<file path="config.mk">
export PLATFORM = sky130hd
export DESIGN_NAME = counter_mod
export DESIGN_NICKNAME = d
export VERILOG_FILES = /design/src/rtl/counter_mod.sv
export SDC_FILE = /design/constraint.sdc
export NUM_CORES = 1
export LEC_CHECK = 0
export CAP_MARGIN = 30
export CELL_PAD_IN_SITES_DETAIL_PLACEMENT = 1
export CELL_PAD_IN_SITES_GLOBAL_PLACEMENT = 1
export CORE_AREA = 2 2 39 41
export DETAILED_ROUTE_END_ITERATION = 7
export DIE_AREA = 0 0 41 43
export PLACE_DENSITY = 0.72
export SYNTH_ARGS = -nofsm -noshare
export SYNTH_HDL_FRONTEND = slang
export SYNTH_SLANG_ARGS = --single-unit
</file>
<file path="constraint.sdc">
create_clock -name clk -period 3.15 [get_ports clk]
set_clock_uncertainty 0.15 [all_clocks]
set_input_delay 0.4725 -clock clk [delete_from_list [all_inputs] [get_ports clk]]
set_output_delay 0.4725 -clock clk [all_outputs]
set_load 0.1 [all_outputs]
</file>
<file path="src/rtl/counter_mod.sv">
// counter_mod: up/down counter with a programmable terminal count and a
// choice of terminal behaviour (wrap, saturate, or one-shot), a synchronous
// clamped load, a combinational terminal-count strobe and a registered
// one-shot completion flag.
module counter_mod #(
    parameter int unsigned      WIDTH = 4,
    parameter longint unsigned  MAX   = (64'd1 << WIDTH) - 64'd1,
    parameter int unsigned      MODE  = 0,
    parameter longint unsigned  INIT  = 64'd0
) (
    input  logic             clk,
    input  logic             resetn,
    input  logic             ce,
    input  logic             up,
    input  logic             load,
    input  logic [WIDTH-1:0] d,
    output logic [WIDTH-1:0] o,
    output logic             cout,
    output logic             done
);

    localparam int unsigned MODE_WRAP     = 0;
    localparam int unsigned MODE_ONE_SHOT = 2;

    localparam logic [WIDTH-1:0] MAX_W  = MAX[WIDTH-1:0];
    localparam logic [WIDTH-1:0] INIT_W = INIT[WIDTH-1:0];

    typedef enum logic {
        ST_RUN  = 1'b0,
        ST_DONE = 1'b1
    } state_t;

    state_t           state;
    logic [WIDTH-1:0] o_q;
    logic             done_q;
    logic             at_term;
    logic [WIDTH-1:0] step_val;
    logic [WIDTH-1:0] load_val;

    // Terminal is direction dependent: top of range going up, zero going down.
    assign at_term = up ? (o_q == MAX_W) : (o_q == '0);

    // Loads are clamped so the count never leaves 0..MAX.
    assign load_val = (d > MAX_W) ? MAX_W : d;

    // Next count for a single counting step, including the terminal rule.
    always_comb begin
        // NOTE: every output of an always_comb gets a default first, so no path leaves it unassigned and no latch is inferred.
        step_val = o_q;
        if (at_term) begin
            if (MODE == MODE_WRAP) begin
                step_val = up ? '0 : MAX_W;
            end
        end else begin
            // Away from terminal, +1/-1 cannot overflow WIDTH bits.
            step_val = up ? o_q + 1'b1 : o_q - 1'b1;
        end
    end

    // Count register and one-shot FSM: reset, then load, then count, then hold.
    always_ff @(posedge clk) begin
        // NOTE: sequential state uses non-blocking assignments so every register samples pre-edge values.
        if (!resetn) begin
            o_q    <= INIT_W;
            state  <= ST_RUN;
            done_q <= 1'b0;
        end else if (load) begin
            o_q    <= load_val;
            state  <= ST_RUN;
            done_q <= 1'b0;
        end else if (ce) begin
            if (MODE == MODE_ONE_SHOT && state == ST_DONE) begin
                o_q <= o_q;
            end else begin
                o_q <= step_val;
                if (MODE == MODE_ONE_SHOT && at_term) begin
                    state  <= ST_DONE;
                    done_q <= 1'b1;
                end
            end
        end
    end

    assign o    = o_q;
    assign done = (MODE == MODE_ONE_SHOT) ? done_q : 1'b0;
    assign cout = ce & ~load & at_term &
                  ((MODE != MODE_ONE_SHOT) || (state == ST_RUN));

endmodule

</file>
After elaboration in Yosys (flattened, before gate mapping)

Cells that the tools add are included.

Bitwise operators: 3
Muxes and demuxes: 7
Reductions and logical operators: 2
Order comparisons: 1
Add/subtract/negate cells: 2
Equality and inequality tests: 1

Operator list:

| cell                                              | number |
|---|---|
| two-way mux 4 bit                                 | 6 |
| adder 4 x 1 -> 4 bit (second input constant)      | 1 |
| equality test 4 bit (second input constant)       | 1 |
| > comparator 4 bit (second input constant)        | 1 |
| zero test 4 bit                                   | 1 |
| subtractor 4 x 1 -> 4 bit (second input constant) | 1 |
| bitwise AND 1 bit                                 | 2 |
| nonzero test 2 bit                                | 1 |
| two-way mux 1 bit                                 | 1 |
| NOT 1 bit                                         | 1 |

Flip-flop bits (word level): 4
Input bits: 9

Depth between registers and ports, before layout

Depth in word-level cells: 5
Depth in mapped cells: 6

Worst setup path before layout

Ideal clock, no wire load.

Kind: flip-flop to output port
From: register o_q[3] (netlist: o[3])
To: output port cout
Buffers on the path: 0
Cell stages (with the launch flop): 4
Slack: -0.465 ns
Arrival time: 2.992 ns
Cells stage by stage: dfxtp_1 > and3_1 > nand3_2 > a21oi_1

Word-level cells in the longest chain between the ends: 3
Elaborated cells on any way between the ends: 4
Classes of those cells: 1 x eq/ne; 1 x mux; 1 x bitwise; 1 x reduce/logical

Ends and longest elaborated chain:

| element                                                       | line | text |
|---|---|---|
| from (decl)                                                   | 34   | `logic [WIDTH-1:0] o_q;` |
| from (signal assigned)                                        | 68   | `o_q <= load_val;` |
| from (signal assigned)                                        | 73   | `o_q <= o_q;` |
| from (signal assigned)                                        | 75   | `o_q <= step_val;` |
| equality test 4 bit / zero test 4 bit (equally long branches) | 41   | `assign at_term = up ? (o_q == MAX_W) : (o_q == '0);` |
| two-way mux 1 bit *                                           | 41   |  |
| bitwise AND 1 bit *                                           | 86   | `assign cout = ce & ~load & at_term &` |
| to (decl)                                                     | 18   | `output logic cout,` |

Mark *: on every way between the ends. The rest lies on a longest branch, timed or not.

Worst setup path after layout

From: input port up
To: output port cout

Word-level cells in the longest chain between the ends: 2

Ends and longest elaborated chain:

| element           | line | text |
|---|---|---|
| from (decl)       | 14   | `input logic up,` |
| two-way mux 1 bit | 41   |  |
| bitwise AND 1 bit | 86   |  |

Every way passes these cells.

==> results.yml <==
detailed_routing:
  vias_per_cell: 4.75
  wire_per_inst_um: 11.7
  drt-initial-drc-count: 1
  num_vias: 347
  drt_pass1_iterations: 4
  drc: 0
  wirelength_um: 857
  route.antenna.remaining_nets: 0
sta:
  finalSetupTns_ns: 0
  worst_slack_ns: 0.552
  slew_violations: 0
  report.final.setup_viol: 0
  grt_setup_unrepaired: "no"
  finalCritPeriodShare: 0.825
  finalHoldViolations: 0
  min_period_ns: 2.60
  max_freq_mhz: 385
worst_setup_path:
  cp-startpoint: "up"
  crit_path_top_delay_cell: "clkdlybuf4s50_1"
  worst-path-buf-inv: 3
  end_kind: "output pin"
  critPathKind: "in -> out"
  critPathTopFamily: "buffers and inverters"
  cpPeakStageDelay_ns: 0.50
  worstPathArrival_ns: 1.98
  path_cells: "clkdlybuf4s50_1, or4_4, nor2_4, inv_1, a21oi_2, buf_12"
  path_max_fanout: 4
  critPathLaunchType: "primary input"
  cp.required_ns: 2.53
  r2r_start: "o[1]"
cts:
  htree_levels: 1
  clockRootBuffer: "clkbuf_4"
  clk_latency_ns: 0.23
  numClockSinks: 4
  cts_tree: "built"
  clockBufferDepth: 2
  cts_setup_buffers: 0
  cts_buffers: 3
  ctsResizeCount: 0
  clk_pin_slew_ns: 0.04
  ctsHoldBuffers: 0
floorplanning:
  die_x_um: 41
  fp-row-count: 14
  fp.dieH_um: 43
  start_util: 0.250
  die_area_um2: 1760
  ios: 15
  coreArea_um2: 1380
final_layout:
  fin_nets: 71
  n_antenna_cell: 0
  nFillCells: 170
  largest_reg_flops: 4
  layout-drive-gt1-share: 0.228
  syn_to_final_growth_pct: 47.8
outcome:
  status: "complete, no violations"
synth:
  syn-cell-area_um2: 345
  avgSynthCellArea_um2: 8.03
  ys_seq_area_frac: 0.232
  yosys-top-cells-area: "dfxtp_1 23%, a21oi_1 10%, ha_1 7.2%, fa_1 5.8%, xnor2_1 5.1%"
  yosysTopAreaCellShare: 0.232
  ys_ff_latch: 4
  synth.distinct_cells: 25
  ys_warn_count: 0
  netlist_instances: 43
  synth_fp_nets: 55
  synth_largest_area_cell: "dfxtp_1"
power:
  total_power_mw: 0.256
  leakagePower_nw: 0.216
  powerDensity_nw_per_um2: 501
  vdd_ir_drop_max_v: 0.000223
placed_design:
  dpl_worst_slack_ns: 0.541
  hpwl_um: 691
  routabilityCongestion: 0.690
  io_buffers: 13
grt:
  grt_pass1_wl_um: 1510
  antenna_found_initial: 0
  grt_usage: 0.128
  grt_start_max_net_pins: 10
  grt_pass1_vias: 364
  overflow: 0
worst_hold_path:
  hp-class: "reg -> reg"
  hp-start: "o[3]"
run:
  drv_cap: 0
-- cells in the final DEF (no fill, tap or decap) --
| cell | count |
|---|---|
| a21o_1 | 1 |
| a21oi_1 | 6 |
| a21oi_2 | 1 |
| and3_1 | 1 |
| buf_12 | 1 |
| buf_4 | 4 |
| clkbuf_4 | 3 |
| clkdlybuf4s50_1 | 8 |
| conb_1 | 1 |
| dfxtp_1 | 4 |
| fa_1 | 1 |
| ha_1 | 2 |
| inv_1 | 3 |
| nand2_1 | 1 |
| nand2b_1 | 1 |
| nand3_2 | 1 |
| nor2_1 | 2 |
| nor2_4 | 1 |
| nor2b_1 | 1 |
| nor3_1 | 2 |
| nor3b_1 | 2 |
| o21ai_0 | 1 |
| o21ai_1 | 1 |
| o22ai_1 | 2 |
| or2_2 | 1 |
| or4_4 | 1 |
| xnor2_1 | 2 |
| xor2_1 | 2 |
-- Yosys cell counts, drive strengths merged --
cell type / n
o22ai: 2
o21ai: 2
nor2: 3
nor3: 2
and3: 1
clkbuf: 1
nand2: 1
inv: 3
nor2b: 1
nor3b: 2
buf: 1
xnor2: 2
xor2: 2
fa: 1
conb: 1
a21oi: 7
nand3: 1
ha: 2
a21o: 1
dfxtp: 4
or4: 1
nand2b: 1
or2: 1
-- cell families (layout without fill, tap and decap cells) --
group | count (synthesis) | in the layout | synth area share
DFF | 4 | 4 | 0.232
adders and majority gates | 3 | 3 | 0.130
AOI/OAI and AO/OA | 12 | 12 | 0.188
and+or+nand+nor | 14 | 14 | 0.272
other | 1 | 1 | 0.0109
xor gates and xnor gates | 4 | 4 | 0.101
buffers and inverters | 5 | 19 | 0.0652
-- power by group --
group          internal (mW)  leakage, nW  total [mW]  switching [mW]
sequential            0.0571       0.0333      0.0684          0.0112
clock                 0.0427       0.0138      0.0650          0.0223
combinational         0.0412        0.169       0.122          0.0812
total                  0.141        0.216       0.256           0.115
-- final cells by class --
| type | count | area, µm² | area share |
|---|---|---|---|
| clock buffers | 3 | 22.5 | 0.0441 |
| flip-flops and latches | 4 | 80.1 | 0.157 |
| well taps | 16 | 20.0 | 0.0392 |
| inverters | 3 | 11.3 | 0.0221 |
| multi-input cells | 34 | 246 | 0.483 |
| repair buffers | 13 | 130 | 0.255 |
-- layer usage --
layer	global-route usage	share of wire	up-vias
li1	-	-	177
met4	0.0800	0	0
met3	0.0314	0.062	0
met2	0.181	0.45	14
met5	0	0	-
met1	0.167	0.49	156
-- stage by stage --
stage          hold WS [ns]   util  cell area, µm²  std cells
2_1_floorplan         0.465      -             349         43
3_3_place_gp          0.552  0.353             488         70
3_5_place_dp          0.558  0.353             488         70
4_1_cts               0.577  0.369             510         73
5_1_grt               0.617  0.369             510         73
6_report              0.560  0.369             510         73
-- final timing paths --
path              endpoint  slack [ns]  cells past startpoint
setup / recovery      cout        0.55                      6
hold reg to reg       o[3]        0.56                      3
hold / removal        o[3]        0.56                      3
setup reg to reg      o[3]        1.58                      5
-- worst register-to-register path, stage by stage (launching register included) --
cell and delay [ns]:
dfxtp_1 0.44, ha_1 0.28, a21o_1 0.18, a21oi_1 0.18, xnor2_1 0.14, o21ai_1 0.09
No activity file was read; power rests on OpenSTA's default activity.
